## src/rtl/mult_dot_accumulator.sv

```systemverilog
// mult_dot_accumulator
// Sits after the fixed-latency pipelined array multiplier. Each product is
// added into a running dot-product sum. A group of terms ends on a term
// tagged "last", and the finished sum and term count go into a one-entry
// result buffer.
// The multiplier carries no valid signal, so a {valid,last} tag line with
// the same latency runs alongside it.
// Optional feature: define MULT_ACC_SATURATE_EN to clamp the accumulator to
// all-ones on carry-out. When it is undefined the sum wraps modulo 2^ACC_W.
//
// Result handshake: a result transfers on any rising edge where
// res_valid & res_ready. res_data and res_count stay stable while
// res_valid & !res_ready. res_valid never waits on res_ready. The buffer
// counts as free on an edge where it is empty or being accepted, so a new
// result can load on the same edge that the old one leaves.
module mult_dot_accumulator #(
  parameter int WIDTH   = 64,
  parameter int LATENCY = WIDTH + 1,
  parameter int ACC_W   = 2*WIDTH + 8,
  parameter int CNT_W   = 16
) (
  input  logic               clk,
  input  logic               rst_n,
  input  logic               clear,
  input  logic               in_valid,
  input  logic               in_last,
  input  logic [2*WIDTH-1:0] product,
  output logic               res_valid,
  input  logic               res_ready,
  output logic [ACC_W-1:0]   res_data,
  output logic [CNT_W-1:0]   res_count,
  output logic               overflow,
  output logic               overrun,
  output logic               dbg_state
);

  typedef enum logic {IDLE = 1'b0, ACCUM = 1'b1} state_t;

  state_t           state;
  logic [LATENCY:0] tag_v;
  logic [LATENCY:0] tag_l;
  logic [ACC_W-1:0] acc;
  logic [CNT_W-1:0] cnt;

  logic             al_v;
  logic             al_l;
  logic             buf_free;
  logic [ACC_W-1:0] base;
  logic [CNT_W-1:0] cnt_base;
  logic [ACC_W:0]   sum_full;
  logic             carry;
  logic [ACC_W-1:0] sum;
  logic [CNT_W-1:0] cnt_next;

  // The final tag stage lines up with the product currently on the input.
  assign al_v      = tag_v[LATENCY];
  assign al_l      = tag_l[LATENCY];
  assign buf_free  = !res_valid || res_ready;
  assign dbg_state = state;

  // Tag delay line. It shifts every cycle, and a flush empties it so that
  // products still in flight are ignored.
  always_ff @(posedge clk or negedge rst_n) begin
    if (!rst_n) begin
      tag_v <= '0;
      tag_l <= '0;
    end else if (clear) begin
      tag_v <= '0;
      tag_l <= '0;
    end else begin
      tag_v <= {tag_v[LATENCY-1:0], in_valid};
      tag_l <= {tag_l[LATENCY-1:0], in_valid & in_last};
    end
  end

  // Next sum and count for the aligned term. IDLE starts from zero, so the
  // first term and a single-term group share the same adder.
  always_comb begin
    base     = (state == ACCUM) ? acc : '0;
    cnt_base = (state == ACCUM) ? cnt : '0;
    sum_full = {1'b0, base} + {1'b0, ACC_W'(product)};
    carry    = sum_full[ACC_W];
`ifdef MULT_ACC_SATURATE_EN
    sum      = carry ? '1 : sum_full[ACC_W-1:0];
`else
    sum      = sum_full[ACC_W-1:0];
`endif
    cnt_next = (&cnt_base) ? cnt_base : cnt_base + CNT_W'(1);
  end

  // Group FSM, accumulator, result buffer and sticky flags.
  always_ff @(posedge clk or negedge rst_n) begin
    if (!rst_n) begin
      state     <= IDLE;
      acc       <= '0;
      cnt       <= '0;
      res_valid <= 1'b0;
      res_data  <= '0;
      res_count <= '0;
      overflow  <= 1'b0;
      overrun   <= 1'b0;
    end else if (clear) begin
      state     <= IDLE;
      acc       <= '0;
      cnt       <= '0;
      res_valid <= 1'b0;
      res_data  <= '0;
      res_count <= '0;
      overflow  <= 1'b0;
      overrun   <= 1'b0;
    end else begin
      if (res_valid && res_ready)
        res_valid <= 1'b0;
      if (al_v) begin
        if (carry)
          overflow <= 1'b1;
        if (al_l) begin
          state <= IDLE;
          acc   <= '0;
          cnt   <= '0;
          if (buf_free) begin
            res_valid <= 1'b1;
            res_data  <= sum;
            res_count <= cnt_next;
          end else begin
            overrun <= 1'b1;
          end
        end else begin
          state <= ACCUM;
          acc   <= sum;
          cnt   <= cnt_next;
        end
      end
    end
  end

endmodule

```

## config.mk

```make
export PLATFORM = sky130hd
export DESIGN_NAME = mult_dot_accumulator
export DESIGN_NICKNAME = d
export VERILOG_FILES = /design/src/rtl/mult_dot_accumulator.sv
export SDC_FILE = /design/constraint.sdc
export NUM_CORES = 1
export LEC_CHECK = 0
export ABC_CLOCK_PERIOD_IN_PS = 8700
export CORE_MARGIN = 5
export CORE_UTILIZATION = 25
export DETAILED_ROUTE_END_ITERATION = 7
export GPL_TIMING_DRIVEN = 0
export PLACE_DENSITY_LB_ADDON = 0.05
export RECOVER_POWER = 100
export SYNTH_ARGS = -nofsm -noshare
export SYNTH_HDL_FRONTEND = slang
export SYNTH_SLANG_ARGS = --single-unit
```

## constraint.sdc

```tcl
create_clock -name clk -period 8.7 [get_ports clk]
set_input_delay 2.175 -clock clk [delete_from_list [all_inputs] [get_ports clk]]
set_output_delay 2.175 -clock clk [all_outputs]
set_load 0.03 [all_outputs]
```

# ---- Word-level counts from Yosys, hierarchy flattened
# Index checks and enable logic that the tools add are counted.
dict set report op_classes {
  muxes 34
  reduce_logical 11
  addsub 2
  n_bitwise 1
  n_eq_ne 1
}
# cell n
set op_table {}
lappend op_table {{two-way mux 136 bit} 8}
lappend op_table {{two-way mux 16 bit} 9}
lappend op_table {{adder 136 x 128 -> 137 bit} 1}
lappend op_table {{two-way mux 66 bit} 2}
lappend op_table {{adder 16 x 1 -> 16 bit (second input constant)} 1}
lappend op_table {{AND reduction 16 bit} 1}
lappend op_table {{two-way mux 1 bit} 15}
lappend op_table {{nonzero test 2 bit} 4}
lappend op_table {{AND reduction 3 bit} 2}
lappend op_table {{inequality test 2 bit (second input constant)} 1}
lappend op_table {{AND reduction 2 bit} 1}
lappend op_table {{bitwise AND 1 bit} 1}
lappend op_table {{logical AND 1 bit} 1}
lappend op_table {{zero test 1 bit} 1}
lappend op_table {{logical OR 1 bit} 1}
dict set report word_totals {
  inputBits 134
  output_inout_bits 156
  regBits 440
}

# ---- Longest topological paths before layout
dict set report depth {
  ltp_word 7
  ltp_mapped 18
  mapped_depth_nobuf 14
}

# ---- Worst setup path after synthesis
# No wires, ideal clock.
dict set report synth_path {
  kind {input to register}
  start {input port product[0]}
  end {register res_data[50]}
  path_stages 13
  setup_time_ps 69
  slack_ps 3614
  required_ps 8631
  t_arrival_ps 5017
  path_buffers 0
  path_cell_list {ha_1 > fa_1 > a21oi_1 > o21ai_1 > a211oi_2 > a221o_1 > nand2_1 > a21oi_1 > o311ai_1 > nand3_1 > a21oi_1 > or4b_2 > nand3_1}
}
dict set report synth_via {
  elab_chain_cells 5
}
# element line
set synth_rtl {}
lappend synth_rtl {{start, declared} 27} ;# input logic [2*WIDTH-1:0] product,
lappend synth_rtl {{adder 136 x 128 -> 137 bit} 81} ;# sum_full = {1'b0, base} + {1'b0, ACC_W'(product)};
lappend synth_rtl {{two-way mux 136 bit} 121} ;# if (buf_free) begin
lappend synth_rtl {{two-way mux 136 bit} 117} ;# if (al_l) begin
lappend synth_rtl {{two-way mux 136 bit} 114} ;# if (al_v) begin
lappend synth_rtl {{two-way mux 136 bit} 102} ;# end else if (clear) begin
lappend synth_rtl {{end signal, assigned} 123} ;# res_data <= sum;
lappend synth_rtl {{end, declared} 30} ;# output logic [ACC_W-1:0] res_data,
# Every way passes these cells. The select of a mux whose other input is x is not followed.
# A chain may end at the register's enable or synchronous reset.

# ---- Worst setup path in the final report
dict set report layout_path {
  start {register state, in the netlist dbg_state}
  end {register res_data[129]}
}
dict set report layout_via {
  elab_chain_cells 6
}
# element line
set layout_rtl {}
lappend layout_rtl {{start, declared} 39} ;# state_t state;
lappend layout_rtl {{start signal, assigned} 94} ;# state <= IDLE;
lappend layout_rtl {{start signal, assigned} 103} ;# state <= IDLE;
lappend layout_rtl {{start signal, assigned} 118} ;# state <= IDLE;
lappend layout_rtl {{two-way mux 136 bit} 79} ;# base = (state == ACCUM) ? acc : '0;
lappend layout_rtl {{adder 136 x 128 -> 137 bit} 81}
lappend layout_rtl {{two-way mux 136 bit} 121}
lappend layout_rtl {{two-way mux 136 bit} 117}
lappend layout_rtl {{two-way mux 136 bit} 114}
lappend layout_rtl {{two-way mux 136 bit} 102}
# Every way passes these cells. The select of a mux whose other input is x is not followed.

==> impl_metrics.tcl <==
set metrics [dict create \
    fill_cells 11100 \
    timing.critical_path.from_type "flip-flop" \
    seq_area_frac_synth_pct 41.8 \
    cts-buffers-inserted 58 \
    synthDistinctLibCells 89 \
    grt_util_all_layers_pct 19.4 \
    grt_pass1_vias 24700 \
    number_of_enable_flip_flop_cells_after_synthesis 0 \
    timing_hold_violations_final 0 \
    met2_usage_pct 30.9 \
    synth.cell_area_um2 26300 \
    top_usage_layer "met2" \
    synth_common_cells "sky130_fd_sc_hd__nand2_1, sky130_fd_sc_hd__dfrtp_1, sky130_fd_sc_hd__a21oi_1" \
    yosys.cell_count.top_type "sky130_fd_sc_hd__nand2_1" \
    initial_utilization_pct 25.1 \
    die_area_um2 112000 \
    clock_tree.htree_level_count 2 \
    design.portCount 290 \
    max_slew.worst_pin.slew_ns 3.06 \
    hold_path.class "flip-flop to flip-flop" \
    hold_slack_ns 0.453 \
    crit_path_max_fanout 10 \
    core_area_um2 105000 \
    met1_usage_pct 27.2 \
    synth.top_cells.by_area "sky130_fd_sc_hd__dfrtp_1, sky130_fd_sc_hd__nand2_1, sky130_fd_sc_hd__a21oi_1, sky130_fd_sc_hd__ha_1, sky130_fd_sc_hd__o21ai_0" \
    area_growth_pct 24.8 \
    clk-insertion-delay-late_ns 0.67 \
    grtUsageMet3_pct 3.53 \
    routabilityCongestion 0.920 \
    run_status "finished with violations" \
    relSlewSlack_pct -104 \
    chipWidth_um 335 \
    peakVddDrop_mv 0.160 \
    setup_viol_count_final 0 \
    power.leakage_nw 14.4 \
    fin_skew_ns 0.0196 \
    async_flop_share_pct 100 \
    failed_checks "max-capacitance violations, max-slew violations" \
    tritoncts "yes" \
    dr_total_vias 24400 \
    finalCriticalPeriod_ns 7.45 \
    placement.cell_area_um2 31100 \
    synthDominantCellAreaShare_pct 41.8 \
    yosysTopAreaCell "sky130_fd_sc_hd__dfrtp_1" \
    slew_viol_final 258 \
    ys_ff_latch 440 \
    die_y_um 335 \
    drtIter0Drc 1572 \
    cts.sink_count 440 \
    port-buffer-count 289 \
    clk_transition_reported_paths_ns 0.06 \
    post_route_wl_mm 112 \
    std_cell_rows 119 \
    cts-root-to-sink-buffers 3 \
    detail_route.first_pass.iterations 5 \
    unrepaired_setup_endpoints_after_global_routing "false" \
    synth_nets 3303 \
    vias_per_cell 5.05 \
    worst-setup-path-type "flip-flop to flip-flop" \
    pwrdens_nw_per_um2 147 \
    design.final.nets 3656 \
    end_kind "flip-flop" \
    residual_antenna_violating_net_count_after_detailed_routing 0 \
    grt_overflow_total 0 \
    ctsResizeCount 0 \
    design_area_um2 32900 \
    cts_hold_repair.buffers 0 \
    cp.required_ns 9.24 \
    syn-instance-count 3039 \
    drc_violations_left 0 \
    max_cap_viol_count 3 \
    wire_length_of_the_first_global_routing_pass_mm 165 \
    synth_top_flop_cell "sky130_fd_sc_hd__dfrtp_1" \
    final.period_utilization_pct 85.7 \
    place.detailed.hpwl_mm 88.0 \
    post_synth.cell_area_avg_um2 8.67 \
    cts_setup_buffers 0 \
    worst-endpoint-arrival_ns 8.00 \
    grt_start_max_net_pins 119 \
    grt_antenna_before_repair 7 \
    cts_root_buf "sky130_fd_sc_hd__clkbuf_16" \
    drive_above_1_share_pct 3.61 \
    synthesis.yosys.warnings 0 \
    max_freq_mhz 134 \
    route.detailed.wl_per_inst_um 23.1 \
]
-- area by class of cell --
| class | count | area (um2) | share of cell area [%] |
|---|---|---|---|
| diodes | 2 | 5.00 | 0.0152 |
| flip-flops and latches | 440 | 11000 | 33.5 |
| clock buffers | 87 | 1780 | 5.42 |
| inverters | 46 | 173 | 0.525 |
| multi-input cells | 2371 | 14400 | 43.7 |
| clock inverters | 16 | 148 | 0.449 |
| plain buffers | 182 | 699 | 2.13 |
| well taps | 1391 | 1740 | 5.29 |
| repair buffers | 293 | 2950 | 8.98 |
-- layer usage --
layer,wire length [um],vias up,share of wire (%)
met5,0,-,0
met2,50400,692,45
met1,52200,12100,47
li1,-,11500,-
met3,6490,125,5.8
met4,2640,0,2.4
-- placed cells by master (no fill, tap or decap), types with 9 or more instances in the layout --
master / n
sky130_fd_sc_hd__nor2b_1: 142
sky130_fd_sc_hd__clkbuf_8: 20
sky130_fd_sc_hd__inv_1: 46
sky130_fd_sc_hd__ha_1: 129
sky130_fd_sc_hd__and3_1: 10
sky130_fd_sc_hd__nor3_1: 40
sky130_fd_sc_hd__a22oi_1: 9
sky130_fd_sc_hd__and4_1: 9
sky130_fd_sc_hd__a21boi_0: 16
sky130_fd_sc_hd__dlygate4sd3_1: 158
sky130_fd_sc_hd__clkdlybuf4s50_1: 130
sky130_fd_sc_hd__a21oi_1: 332
sky130_fd_sc_hd__a211oi_1: 30
sky130_fd_sc_hd__clkbuf_1: 175
sky130_fd_sc_hd__nand2b_1: 10
sky130_fd_sc_hd__xnor2_1: 82
sky130_fd_sc_hd__o21bai_1: 28
sky130_fd_sc_hd__nand2_1: 454
sky130_fd_sc_hd__and2_0: 15
sky130_fd_sc_hd__clkbuf_16: 59
sky130_fd_sc_hd__or3_1: 15
sky130_fd_sc_hd__o21ai_0: 208
sky130_fd_sc_hd__nor2_1: 189
sky130_fd_sc_hd__xor2_1: 57
sky130_fd_sc_hd__nor4_1: 19
sky130_fd_sc_hd__a22o_1: 100
sky130_fd_sc_hd__nand3_1: 59
sky130_fd_sc_hd__o31ai_1: 11
sky130_fd_sc_hd__dfrtp_1: 440
sky130_fd_sc_hd__a31oi_1: 23
sky130_fd_sc_hd__and2_1: 122
sky130_fd_sc_hd__a21o_1: 43
sky130_fd_sc_hd__nand4_1: 68
sky130_fd_sc_hd__o21a_1: 33
sky130_fd_sc_hd__a32o_1: 11
-- worst max-delay path, cell delays in order (launching register included) --
cell                        delay (ns)
sky130_fd_sc_hd__dfrtp_1          0.46
sky130_fd_sc_hd__clkbuf_1         0.47
sky130_fd_sc_hd__clkbuf_1         0.44
sky130_fd_sc_hd__clkbuf_1         1.01
sky130_fd_sc_hd__clkbuf_1         0.36
sky130_fd_sc_hd__and2_1           0.18
sky130_fd_sc_hd__ha_1             0.22
sky130_fd_sc_hd__clkbuf_1         0.21
sky130_fd_sc_hd__a21oi_1          0.26
sky130_fd_sc_hd__o21ai_0          0.25
sky130_fd_sc_hd__a211oi_1         0.28
sky130_fd_sc_hd__a21oi_1          0.12
sky130_fd_sc_hd__a221oi_1         0.75
sky130_fd_sc_hd__o221ai_1         0.62
sky130_fd_sc_hd__o2111ai_1        0.61
sky130_fd_sc_hd__a21oi_1          0.17
sky130_fd_sc_hd__o21ai_0          0.32
sky130_fd_sc_hd__mux2_1           0.37
sky130_fd_sc_hd__a31o_2           0.21
-- logic make-up (layout without fill, tap and decap cells) --
logic type / count (synthesis) / in the layout / share of synthesized area, %
buffers and inverters: 228 / 624 / 3.31
other: 0 / 2 / 0
AO/OA/AOI/OAI: 921 / 921 / 22.3
XOR/XNOR: 139 / 139 / 4.62
flip-flops: 440 / 440 / 41.8
adder cells (fa/ha/maj): 130 / 130 / 6.20
multiplexers: 5 / 5 / 0.195
AND/OR/NAND/NOR: 1176 / 1176 / 21.6
-- stage by stage --
stage	setup WS (ns)	TNS, ns	power, W	utilization, %	instances
final	1.25	0	0.00483	31.3	4828
after global routing	0.833	0	0.00503	31.3	4827
after CTS	1.71	0	0.00494	31.5	4826
after global placement	-15.20	-6646.80	0.00246	29.5	4719
after detailed placement	1.53	0	0.00246	29.6	4723
after floorplan	3.61	0	0.00225	-	3039
-- path summary, 6_finish.rpt --
path	startpoint	to	slack, ns	cells past startpoint
worst min register to register	tag_v[44]$_DFF_PN0_	tag_v[45]$_DFF_PN0_	0.45	1
max in group asynchronous	rst_n	acc[90]$_DFFE_PN0P_	2.64	4
worst min-delay path	tag_v[44]$_DFF_PN0_	tag_v[45]$_DFF_PN0_	0.45	1
worst max-delay path	dbg_state$_DFFE_PN0P_	res_data[129]$_DFFE_PN0P_	1.25	18
min in group asynchronous	rst_n	res_data[4]$_DFFE_PN0P_	1.96	1
worst max register to register	dbg_state$_DFFE_PN0P_	res_data[129]$_DFFE_PN0P_	1.25	18
-- power breakdown --
group | internal (W) | total, W | switching [W]
Combinational | 0.000115 | 0.000366 | 0.000252
Clock | 0.00141 | 0.00242 | 0.00101
Sequential | 0.00205 | 0.00205 | 0.000000259
-- sequential cells by signal, indices dropped and copies added (netlist names) --
register   count
acc          136
cnt           16
dbg_state      1
overflow       1
overrun        1
res_count     16
res_data     136
res_valid      1
tag_l         66
tag_v         66
(Power assumes the default switching activity.)
